--- src/rtl/cflog_slice_scheduler_if.sv ---
// Bundle of logger, CFLog RAM and transmit-stream signals around the slice scheduler.
// master: the scheduler side; slave: the logger / RAM / transmit-sink side.
interface cflog_slice_scheduler_if;
    logic        hw_wr_en;
    logic [15:0] cflow_log_ptr;
    logic [15:0] hw_wr_data;
    logic        flush;
    logic        mem_en;
    logic        mem_wr;
    logic [15:0] mem_addr;
    logic [15:0] mem_wdata;
    logic [15:0] mem_rdata;
    logic        tx_valid;
    logic [15:0] tx_data;
    logic        tx_last;
    logic        tx_ready;
    logic [15:0] top_slice;
    logic        busy;

    modport master (
        input  hw_wr_en, cflow_log_ptr, hw_wr_data, flush, mem_rdata, tx_ready,
        output mem_en, mem_wr, mem_addr, mem_wdata, tx_valid, tx_data, tx_last,
        output top_slice, busy
    );

    modport slave (
        output hw_wr_en, cflow_log_ptr, hw_wr_data, flush, mem_rdata, tx_ready,
        input  mem_en, mem_wr, mem_addr, mem_wdata, tx_valid, tx_data, tx_last,
        input  top_slice, busy
    );
endinterface

--- src/rtl/cflog_slice_scheduler.sv ---
// Drains the CFLog ring buffer in fixed-size slices onto a valid/ready stream.
// Optional macro CFLOG_SLICE_CRC_EN appends a 16-bit word-sum trailer to each slice.
module cflog_slice_scheduler #(
    parameter logic [15:0] LOG_SIZE   = 16'h0100,
    parameter logic [15:0] SLICE_SIZE = 16'h0020
) (
    input  logic                          clk,
    input  logic                          reset,
    cflog_slice_scheduler_if.master       bus
);

`ifdef CFLOG_SLICE_CRC_EN
    typedef enum logic [2:0] {IDLE, RD, WT, SEND, CRC} state_t;
`else
    typedef enum logic [2:0] {IDLE, RD, WT, SEND} state_t;
`endif

    state_t      state;
    logic [15:0] top_q;
    logic [15:0] rd_ptr;
    logic [15:0] count;
    logic [15:0] slice_len;
    logic [15:0] tx_data_q;
    logic        tx_valid_q;
    logic        tx_last_q;
    logic        last_word;
    logic [15:0] pending;
    logic        slice_start;
    logic [15:0] next_len;
    logic        at_end;
`ifdef CFLOG_SLICE_CRC_EN
    logic [15:0] crc_sum;
`endif

    function automatic logic [15:0] wrap_inc(input logic [15:0] a);
        return (a >= LOG_SIZE - 16'd2) ? 16'd0 : a + 16'd2;
    endfunction

    function automatic logic [15:0] ring_dist(input logic [15:0] head, input logic [15:0] tail);
        logic [15:0] d;
        d = head - tail;
        if (head < tail)
            d = d + LOG_SIZE;
        return d;
    endfunction

    always_comb begin
        pending     = ring_dist(bus.cflow_log_ptr, top_q);
        slice_start = (pending >= SLICE_SIZE) || (bus.flush && (pending != 16'd0));
        next_len    = (pending >= SLICE_SIZE) ? SLICE_SIZE : pending;
        // pending still counts the word being captured, so <=2 means nothing lies beyond it
        at_end      = ((count + 16'd2) >= slice_len) || (pending <= 16'd2);
    end

    // Logger writes always win the shared RAM port; reads only go out from RD.
    always_comb begin
        bus.mem_en    = 1'b0;
        bus.mem_wr    = 1'b0;
        bus.mem_addr  = 16'd0;
        bus.mem_wdata = 16'd0;
        if (bus.hw_wr_en) begin
            bus.mem_en    = 1'b1;
            bus.mem_wr    = 1'b1;
            bus.mem_addr  = bus.cflow_log_ptr;
            bus.mem_wdata = bus.hw_wr_data;
        end else if ((state == RD) && !reset) begin
            bus.mem_en   = 1'b1;
            bus.mem_addr = rd_ptr;
        end
    end

    assign bus.tx_valid  = tx_valid_q;
    assign bus.tx_data   = tx_data_q;
    assign bus.tx_last   = tx_last_q;
    assign bus.top_slice = top_q;
    assign bus.busy      = (state != IDLE);

    always_ff @(posedge clk) begin
        if (reset) begin
            state      <= IDLE;
            top_q      <= 16'd0;
            rd_ptr     <= 16'd0;
            count      <= 16'd0;
            slice_len  <= 16'd0;
            tx_data_q  <= 16'd0;
            tx_valid_q <= 1'b0;
            tx_last_q  <= 1'b0;
            last_word  <= 1'b0;
`ifdef CFLOG_SLICE_CRC_EN
            crc_sum    <= 16'd0;
`endif
        end else begin
            case (state)
                IDLE: begin
                    if (slice_start) begin
                        slice_len <= next_len;
                        rd_ptr    <= top_q;
                        count     <= 16'd0;
                        state     <= RD;
                    end
                end
                RD: begin
                    if (!bus.hw_wr_en)
                        state <= WT;
                end
                WT: begin
                    tx_data_q  <= bus.mem_rdata;
                    tx_valid_q <= 1'b1;
                    last_word  <= at_end;
`ifdef CFLOG_SLICE_CRC_EN
                    tx_last_q  <= 1'b0;
`else
                    tx_last_q  <= at_end;
`endif
                    state      <= SEND;
                end
                SEND: begin
                    if (bus.tx_ready) begin
                        if (pending != 16'd0)
                            top_q <= wrap_inc(top_q);
                        rd_ptr <= wrap_inc(rd_ptr);
                        count  <= count + 16'd2;
`ifdef CFLOG_SLICE_CRC_EN
                        crc_sum <= crc_sum + tx_data_q;
                        if (last_word) begin
                            tx_data_q <= crc_sum + tx_data_q;
                            tx_last_q <= 1'b1;
                            state     <= CRC;
                        end else begin
                            tx_valid_q <= 1'b0;
                            state      <= RD;
                        end
`else
                        tx_valid_q <= 1'b0;
                        tx_last_q  <= 1'b0;
                        state      <= last_word ? IDLE : RD;
`endif
                    end
                end
`ifdef CFLOG_SLICE_CRC_EN
                CRC: begin
                    if (bus.tx_ready) begin
                        tx_valid_q <= 1'b0;
                        tx_last_q  <= 1'b0;
                        crc_sum    <= 16'd0;
                        state      <= IDLE;
                    end
                end
`endif
                default: state <= IDLE;
            endcase
        end
    end

endmodule

--- src/flat_wrapper.sv ---
// flat-port wrapper written by rule: the top's interface ports become plain ports
module cflog_slice_scheduler_flat 
#(
    parameter logic [15:0] LOG_SIZE   = 16'h0100,
    parameter logic [15:0] SLICE_SIZE = 16'h0020
)
  (clk, reset, bus_hw_wr_en, bus_cflow_log_ptr, bus_hw_wr_data, bus_flush, bus_mem_rdata, bus_tx_ready, bus_mem_en, bus_mem_wr, bus_mem_addr, bus_mem_wdata, bus_tx_valid, bus_tx_data, bus_tx_last, bus_top_slice, bus_busy);
  cflog_slice_scheduler_if bus_i ();
  input  logic clk;
  input  logic reset;
  input wire logic [$bits(bus_i.hw_wr_en)-1:0] bus_hw_wr_en;
  input wire logic [$bits(bus_i.cflow_log_ptr)-1:0] bus_cflow_log_ptr;
  input wire logic [$bits(bus_i.hw_wr_data)-1:0] bus_hw_wr_data;
  input wire logic [$bits(bus_i.flush)-1:0] bus_flush;
  input wire logic [$bits(bus_i.mem_rdata)-1:0] bus_mem_rdata;
  input wire logic [$bits(bus_i.tx_ready)-1:0] bus_tx_ready;
  output wire logic [$bits(bus_i.mem_en)-1:0] bus_mem_en;
  output wire logic [$bits(bus_i.mem_wr)-1:0] bus_mem_wr;
  output wire logic [$bits(bus_i.mem_addr)-1:0] bus_mem_addr;
  output wire logic [$bits(bus_i.mem_wdata)-1:0] bus_mem_wdata;
  output wire logic [$bits(bus_i.tx_valid)-1:0] bus_tx_valid;
  output wire logic [$bits(bus_i.tx_data)-1:0] bus_tx_data;
  output wire logic [$bits(bus_i.tx_last)-1:0] bus_tx_last;
  output wire logic [$bits(bus_i.top_slice)-1:0] bus_top_slice;
  output wire logic [$bits(bus_i.busy)-1:0] bus_busy;
  assign bus_i.hw_wr_en = bus_hw_wr_en;
  assign bus_i.cflow_log_ptr = bus_cflow_log_ptr;
  assign bus_i.hw_wr_data = bus_hw_wr_data;
  assign bus_i.flush = bus_flush;
  assign bus_i.mem_rdata = bus_mem_rdata;
  assign bus_i.tx_ready = bus_tx_ready;
  assign bus_mem_en = bus_i.mem_en;
  assign bus_mem_wr = bus_i.mem_wr;
  assign bus_mem_addr = bus_i.mem_addr;
  assign bus_mem_wdata = bus_i.mem_wdata;
  assign bus_tx_valid = bus_i.tx_valid;
  assign bus_tx_data = bus_i.tx_data;
  assign bus_tx_last = bus_i.tx_last;
  assign bus_top_slice = bus_i.top_slice;
  assign bus_busy = bus_i.busy;
  cflog_slice_scheduler #(.LOG_SIZE(LOG_SIZE), .SLICE_SIZE(SLICE_SIZE)) u_core (.clk(clk), .reset(reset), .bus(bus_i));
endmodule
--- config.mk ---
export PLATFORM = sky130hd
export DESIGN_NAME = cflog_slice_scheduler_flat
export DESIGN_NICKNAME = d
export VERILOG_FILES = /design/src/rtl/cflog_slice_scheduler_if.sv /design/src/rtl/cflog_slice_scheduler.sv /design/src/flat_wrapper.sv
export SDC_FILE = /design/constraint.sdc
export NUM_CORES = 1
export LEC_CHECK = 0
export BUFFER_PORTS_ARGS = -buffer_cell sky130_fd_sc_hd__buf_2
export CORE_ASPECT_RATIO = 0.6
export CORE_UTILIZATION = 50
export DETAILED_ROUTE_END_ITERATION = 8
export PLACE_DENSITY = 0.77
export SYNTH_ARGS = -nofsm -noshare
export SYNTH_HDL_FRONTEND = slang
export SYNTH_SLANG_ARGS = --single-unit
--- constraint.sdc ---
create_clock -name clk -period 4.8 [get_ports clk]
set_clock_uncertainty 0.2 [all_clocks]
set_input_delay 1.2 -clock clk [delete_from_list [all_inputs] [get_ports clk]]
set_output_delay 1.2 -clock clk [all_outputs]
set_load 0.01 [all_outputs]
# After elaboration in Yosys (flattened, before gate mapping)
# Cells that the tools add are included.
dict set report word_totals {
  register_bits 86
  input_bits 53
  output_inout_bits 69
  wordCells 65
}
dict set report classes {
  n_addsub 5
  order_cmp 6
  eq_ne 6
  muxes 24
  n_reduce_logical 15
}
# op n
set ops {}
lappend ops {{16-bit two-way mux} 11}
lappend ops {{16-bit case mux with 2 select lines} 2}
lappend ops {{16-bit by 2-bit adder with 16-bit output (second input constant)} 3}
lappend ops {{16-bit by 8-bit >= comparator with 1-bit output (second input constant)} 2}
lappend ops {{16-bit by 9-bit adder with 16-bit output (second input constant)} 1}
lappend ops {{16-bit >= comparator} 1}
lappend ops {{16-bit by 6-bit >= comparator with 1-bit output (second input constant)} 1}
lappend ops {{16-bit by 2-bit less-or-equal comparator with 1-bit output (second input constant)} 1}
lappend ops {{16-bit < comparator} 1}
lappend ops {{16-bit nonzero test} 1}
lappend ops {{16-bit subtractor} 1}
lappend ops {{3-bit case mux with 4 select lines} 1}
lappend ops {{3-bit two-way mux} 3}
lappend ops {{3-bit AND reduction} 3}
lappend ops {{3-bit by 2-bit == test with 1-bit output (second input constant)} 2}
lappend ops {{1-bit two-way mux} 5}
lappend ops {{2-bit inequality test (second input constant)} 2}
lappend ops {{1-bit case mux with 2 select lines} 2}
lappend ops {{2-bit AND reduction} 2}
lappend ops {{2-bit nonzero test} 2}
lappend ops {{3-bit by 1-bit == test with 1-bit output (second input constant)} 1}
lappend ops {{3-bit zero test} 1}
lappend ops {{3-bit nonzero test} 1}
lappend ops {{1-bit logical AND} 2}
lappend ops {{other kinds (3)} 4}

# Logic depth before layout (Yosys ltp)
dict set report depth {
  ltp_word 8
  depth_mapped 18
  mapped_depth_nobuf 16
}

# Worst setup path after synthesis
# No wires, ideal clock.
dict set report synth_path {
  path_type {input-to-reg}
  startpoint {input port bus_cflow_log_ptr[1]}
  endpoint {register u_core.top_q[15], in the netlist u_core.bus.top_slice[15]}
  setup_ps 70
  arrival_ps 4391
  required_ps 4530
  path_slack_ps 139
  path_stages 15
  n_path_buf 0
  cell_sequence {inv_1 > fa_1 > nor2b_4 > o311ai_2 > a211oi_1 > or2_2 > ha_1 > o41ai_1 > a2111oi_2 > a21oi_1 > o2111ai_4 > a21boi_4 > a21o_1 > or4_1 > a21oi_1}
}
dict set report synth_between {
  elab_chain_len 5
  word_cells_on_any_way 6
  cone_classes {2 x add/sub; 1 x order compare; 1 x mux; 2 x reduce/logical}
}
# item line
set synth_rtl {}
lappend synth_rtl {{start, declared} flat_wrapper.sv:12} ;# input wire logic [$bits(bus_i.cflow_log_ptr)-1:0] bus_cflow_log_ptr;
lappend synth_rtl {{16-bit subtractor} cflog_slice_scheduler.sv:41} ;# d = head - tail;
lappend synth_rtl {{16-bit by 9-bit adder with 16-bit output} cflog_slice_scheduler.sv:43} ;# d = d + LOG_SIZE;
lappend synth_rtl {{16-bit two-way mux *} cflog_slice_scheduler.sv:42} ;# if (head < tail)
lappend synth_rtl {{16-bit nonzero test *} cflog_slice_scheduler.sv:119} ;# if (pending != 16'd0)
lappend synth_rtl {{3-bit AND reduction (no source line) *} -}
lappend synth_rtl {{end signal, assigned} cflog_slice_scheduler.sv:120} ;# top_q <= wrap_inc(top_q);
lappend synth_rtl {{end, declared} cflog_slice_scheduler.sv:19} ;# logic [15:0] top_q;
# Every way passes the cells marked *; elsewhere a longest branch is shown, timed or not.
# A chain may end at the register's enable or synchronous reset.

# Worst setup path after layout
dict set report layout_path {
  startpoint {input port bus_cflow_log_ptr[3]}
  endpoint {register u_core.rd_ptr[9]}
}
dict set report layout_between {
  elab_chain_len 8
  word_cells_on_any_way 10
  cone_classes {2 x add/sub; 2 x order compare; 1 x eq/ne; 1 x mux; 4 x reduce/logical}
}
# item line
set layout_rtl {}
lappend layout_rtl {{16-bit subtractor} cflog_slice_scheduler.sv:41}
lappend layout_rtl {{16-bit by 9-bit adder with 16-bit output} cflog_slice_scheduler.sv:43}
lappend layout_rtl {{16-bit two-way mux *} cflog_slice_scheduler.sv:42}
lappend layout_rtl {{branches (longest 2 deep; another with 16-bit by 6-bit >= comparator with 1-bit output)} -}
lappend layout_rtl {{1-bit logical OR *} cflog_slice_scheduler.sv:49} ;# slice_start = (pending >= SLICE_SIZE) || (bus.flush && (pending != 16'd0));
lappend layout_rtl {{2-bit by 1-bit inequality test with 1-bit output (no source line) *} -}
lappend layout_rtl {{3-bit AND reduction (no source line) *} -}
lappend layout_rtl {{end signal, assigned} cflog_slice_scheduler.sv:97} ;# rd_ptr <= top_q;
lappend layout_rtl {{end signal, assigned} cflog_slice_scheduler.sv:121} ;# rd_ptr <= wrap_inc(rd_ptr);
lappend layout_rtl {{end, declared} cflog_slice_scheduler.sv:20} ;# logic [15:0] rd_ptr;
# Every way passes the cells marked *.

==> load_flow_metrics.sql <==
INSERT INTO impl_metrics (metric_group, metric, value, unit) VALUES
('synthesis', 'synth_mux_area_frac', '0.0330', ''),
('sta', 'timing_worst_slew_pin_value', '1.12', 'ns'),
('clock_network', 'tritoncts.num_buffers', '9', ''),
('detailed_routing', 'routed-wl-met3', '1900', 'um'),
('floorplanning', 'initial_utilization', '0.517', ''),
('setup_path', 'setup.worst_path.start_class', 'input port', ''),
('detailed_routing', 'route.layer.met1.wl', '8170', 'um'),
('synthesis', 'postSynth.asyncResetShare', '0', ''),
('clock_network', 'clkSinkCount', '83', ''),
('setup_path', 'worst_setup_path_end_kind', 'register', ''),
('layout', 'antenna_cells', '0', ''),
('detailed_routing', 'pre_repair_dr_iteration_count', '5', ''),
('synthesis', 'synth_sequential_area_ratio', '0.302', ''),
('detailed_routing', 'ant_nets', '0', ''),
('clock_network', 'tritoncts', 'yes', ''),
('job', 'cap_violations', '0', ''),
('power_and_ir_drop', 'p_leak', '3.19', 'nW'),
('synthesis', 'post_synth.cell_area_avg', '8.19', 'sq um'),
('detailed_routing', 'detail_route.drc_violations', '0', ''),
('layout', 'nets', '947', ''),
('synthesis', 'ys.flop_type', 'sky130_fd_sc_hd__dfxtp_1', ''),
('layout', 'layout_commonest_cell', 'sky130_fd_sc_hd__buf_2', ''),
('synthesis', 'synth_cells', '671', ''),
('floorplanning', 'die_h', '83.2', 'um'),
('floorplanning', 'design.die.area', '11400', 'sq um'),
('clock_network', 'cts_setup_buffers', '0', ''),
('layout', 'instances_no_fill', '999', ''),
('detailed_routing', 'detailroute.via_count', '5920', ''),
('clock_network', 'htree_depth', '3', ''),
('synthesis', 'simple_gate_fraction_of_synth_area', '0.229', ''),
('sta', 'max-slew-margin-rel', '0.254', ''),
('clock_network', 'ctsRootBufferMaster', 'sky130_fd_sc_hd__clkbuf_16', ''),
('synthesis', 'number_of_storage_elements_in_the_synthesis_netlist', '83', ''),
('synthesis', 'synth_edf_count', '0', ''),
('floorplanning', 'fp-row-count', '29', ''),
('status', 'outcome', 'completed', ''),
('placement', 'dp.cells', '983', ''),
('synthesis', 'yosys_warnings', '0', ''),
('synthesis', 'synth_compound_area_frac', '0.251', ''),
('setup_path', 'crit_fanout', '7', ''),
('setup_path', 'cp_data_required_time', '4.82', 'ns'),
('sta', 'fin_crit', '4.69', 'ns'),
('power_and_ir_drop', 'pwr_total', '2.36', 'mW'),
('placement', 'io_buffers', '120', ''),
('synthesis', 'syn_area', '5500', 'sq um'),
('min_path', 'whs_path_depth', '2', ''),
('detailed_routing', 'routed.top_layer', 'met4', ''),
('clock_network', 'ctsHoldBuffers', '0', ''),
('placement', 'detailedPlacementHpwl', '13400', 'um'),
('global_route', 'grtUsageTotal', '0.303', ''),
('detailed_routing', 'initialDrtViolationCount', '664', ''),
('sta', 'timing_max_transition_violations_final', '0', ''),
('sta', 'hold_violations', '0', ''),
('synthesis', 'netlist-cell-type-count', '72', ''),
('min_path', 'hp-start', 'u_core.slice_len[3]', ''),
('setup_path', 'path_class', 'input port to register', ''),
('global_route', 'number_of_global_route_vias_before_repair', '5312', ''),
('synthesis', 'post_synth_fa_ha_maj_area_fraction', '0.0902', ''),
('layout', 'most-common-layout-cells', 'sky130_fd_sc_hd__buf_2, sky130_fd_sc_hd__dfxtp_1, sky130_fd_sc_hd__buf_4, sky130_fd_sc_hd__nand2_1', ''),
('layout', 'fill_cells', '882', ''),
('detailed_routing', 'drt_wl_total', '17200', 'um'),
('synthesis', 'synth_top_family_by_area', 'compound AO/OA/AOI/OAI gates', ''),
('sta', 'achievable-frequency', '0.213', 'GHz'),
('power_and_ir_drop', 'vdd_drop_max', '0.306', 'mV'),
('floorplanning', 'floorplan_core_area', '10600', 'sq um'),
('floorplanning', 'dieWidth', '137', 'um'),
('layout', 'area_growth_syn_to_layout', '29.0', '%'),
('sta', 'rsz0062_at_grt', 'false', ''),
('detailed_routing', 'detailroute.wirelength.met2', '6920', 'um'),
('clock_network', 'clock_tree.buffer_depth', '2', ''),
('setup_path', 'rr_startpoint', 'u_core.bus.top_slice[7]', '');
==> worst max-delay path, cell delays in order <==
cell and delay [ns]:
sky130_fd_sc_hd__buf_2 0.11, sky130_fd_sc_hd__ha_1 0.22, sky130_fd_sc_hd__or3_1 0.40, sky130_fd_sc_hd__o221a_4 0.27
sky130_fd_sc_hd__or3_1 0.34, sky130_fd_sc_hd__nand2_1 0.11, sky130_fd_sc_hd__inv_1 0.05, sky130_fd_sc_hd__ha_1 0.20
sky130_fd_sc_hd__buf_4 0.15, sky130_fd_sc_hd__nor4_2 0.29, sky130_fd_sc_hd__mux2_4 0.22, sky130_fd_sc_hd__o2111ai_4 0.14
sky130_fd_sc_hd__buf_4 0.18, sky130_fd_sc_hd__o21a_1 0.28, sky130_fd_sc_hd__buf_4 0.18, sky130_fd_sc_hd__a41oi_1 0.23
sky130_fd_sc_hd__o22ai_1 0.13
==> cells by family after synthesis <==
| family | Yosys count |
|---|---|
| other cells | 1 |
| flops | 83 |
| compound gates | 189 |
| buf+inv | 79 |
| mux | 18 |
| xor+xnor | 22 |
| simple gates | 240 |
| fa+ha+maj | 39 |
==> registers in the layout, indices dropped and copies added (netlist names) <==
name	count
u_core.slice_len	16
u_core.last_word	1
u_core.bus.tx_last	1
u_core.bus.tx_valid	1
u_core.bus.top_slice	15
u_core.rd_ptr	16
u_core.state	2
u_core.bus.tx_data	16
u_core.count	15
==> per-stage QoR <==
step	util	TNS, ns	setup WS, ns
after floorplan	-	0	0.139
after global placement	0.636	-1.00	-0.192
after detailed placement	0.636	-5.73	-0.298
after CTS	0.663	0	0.0306
after global routing	0.667	0	0.00577
final	0.667	0	0.108
==> layer usage <==
| layer | up-vias | global-route usage |
|---|---|---|
| li1 | 2813 | - |
| met1 | 2750 | 0.464 |
| met2 | 330 | 0.422 |
| met3 | 27 | 0.0763 |
| met4 | 0 | 0.0579 |
| met5 | - | 0 |
==> cells in the mapped netlist, types with 9 or more instances <==
cell	n	share of area
sky130_fd_sc_hd__o21a_1	13	0.018
sky130_fd_sc_hd__a21o_1	17	0.023
sky130_fd_sc_hd__inv_1	50	0.034
sky130_fd_sc_hd__mux2i_1	17	0.031
sky130_fd_sc_hd__or3_1	10	0.011
sky130_fd_sc_hd__and2_1	20	0.023
sky130_fd_sc_hd__nor2_1	50	0.034
sky130_fd_sc_hd__o22ai_1	10	0.011
sky130_fd_sc_hd__nand2_1	53	0.036
sky130_fd_sc_hd__nand4_1	14	0.016
sky130_fd_sc_hd__clkbuf_1	14	0.0096
sky130_fd_sc_hd__a211oi_1	9	0.012
sky130_fd_sc_hd__o21ai_0	25	0.023
sky130_fd_sc_hd__a22o_1	16	0.026
sky130_fd_sc_hd__and3_1	23	0.026
sky130_fd_sc_hd__buf_2	9	0.0082
sky130_fd_sc_hd__dfxtp_1	83	0.30
sky130_fd_sc_hd__xnor2_1	14	0.022
sky130_fd_sc_hd__a21oi_1	39	0.036
sky130_fd_sc_hd__ha_1	38	0.087
sky130_fd_sc_hd__nand3_1	18	0.016
sky130_fd_sc_hd__nand2b_1	9	0.010
==> layout make-up <==
type | instances | area (sq um) | area share
clock inverters | 7 | 67.6 | 0.00953
repair buffers | 201 | 1220 | 0.172
clock buffers | 9 | 225 | 0.0318
multi-input cells | 510 | 3550 | 0.501
flip-flops and latches | 83 | 1660 | 0.234
inverters | 50 | 188 | 0.0265
well taps | 139 | 174 | 0.0245
==> power breakdown <==
group | internal (mW) | switching (mW) | leakage (nW)
Clock | 0.366 | 0.324 | 0.146
Combinational | 0.391 | 0.507 | 2.37
Sequential | 0.735 | 0.0358 | 0.671
Total | 1.49 | 0.867 | 3.19
==> how the worst max path moves through the flow <==
stage,startpoint,end,slack (ns),depth (start not counted)
6_report,bus_cflow_log_ptr[3],u_core.rd_ptr[9],0.11,17
5_1_grt,bus_cflow_log_ptr[3],u_core.rd_ptr[12],0.006,17
4_1_cts,bus_cflow_log_ptr[3],u_core.rd_ptr[12],0.03,17
3_5_place_dp,bus_cflow_log_ptr[3],u_core.rd_ptr[12],-0.30,17
3_3_place_gp,bus_cflow_log_ptr[3],u_core.rd_ptr[12],-0.19,17
2_1_floorplan,bus_cflow_log_ptr[1],u_core.bus.top_slice[15],0.14,15
==> timing repair <==
item,in CTS,in global routing
setup endpoints to repair,0,22
resized for setup,0,8
hold endpoints to repair,0,0
Note: power is estimated with default switching activity, not from simulation.
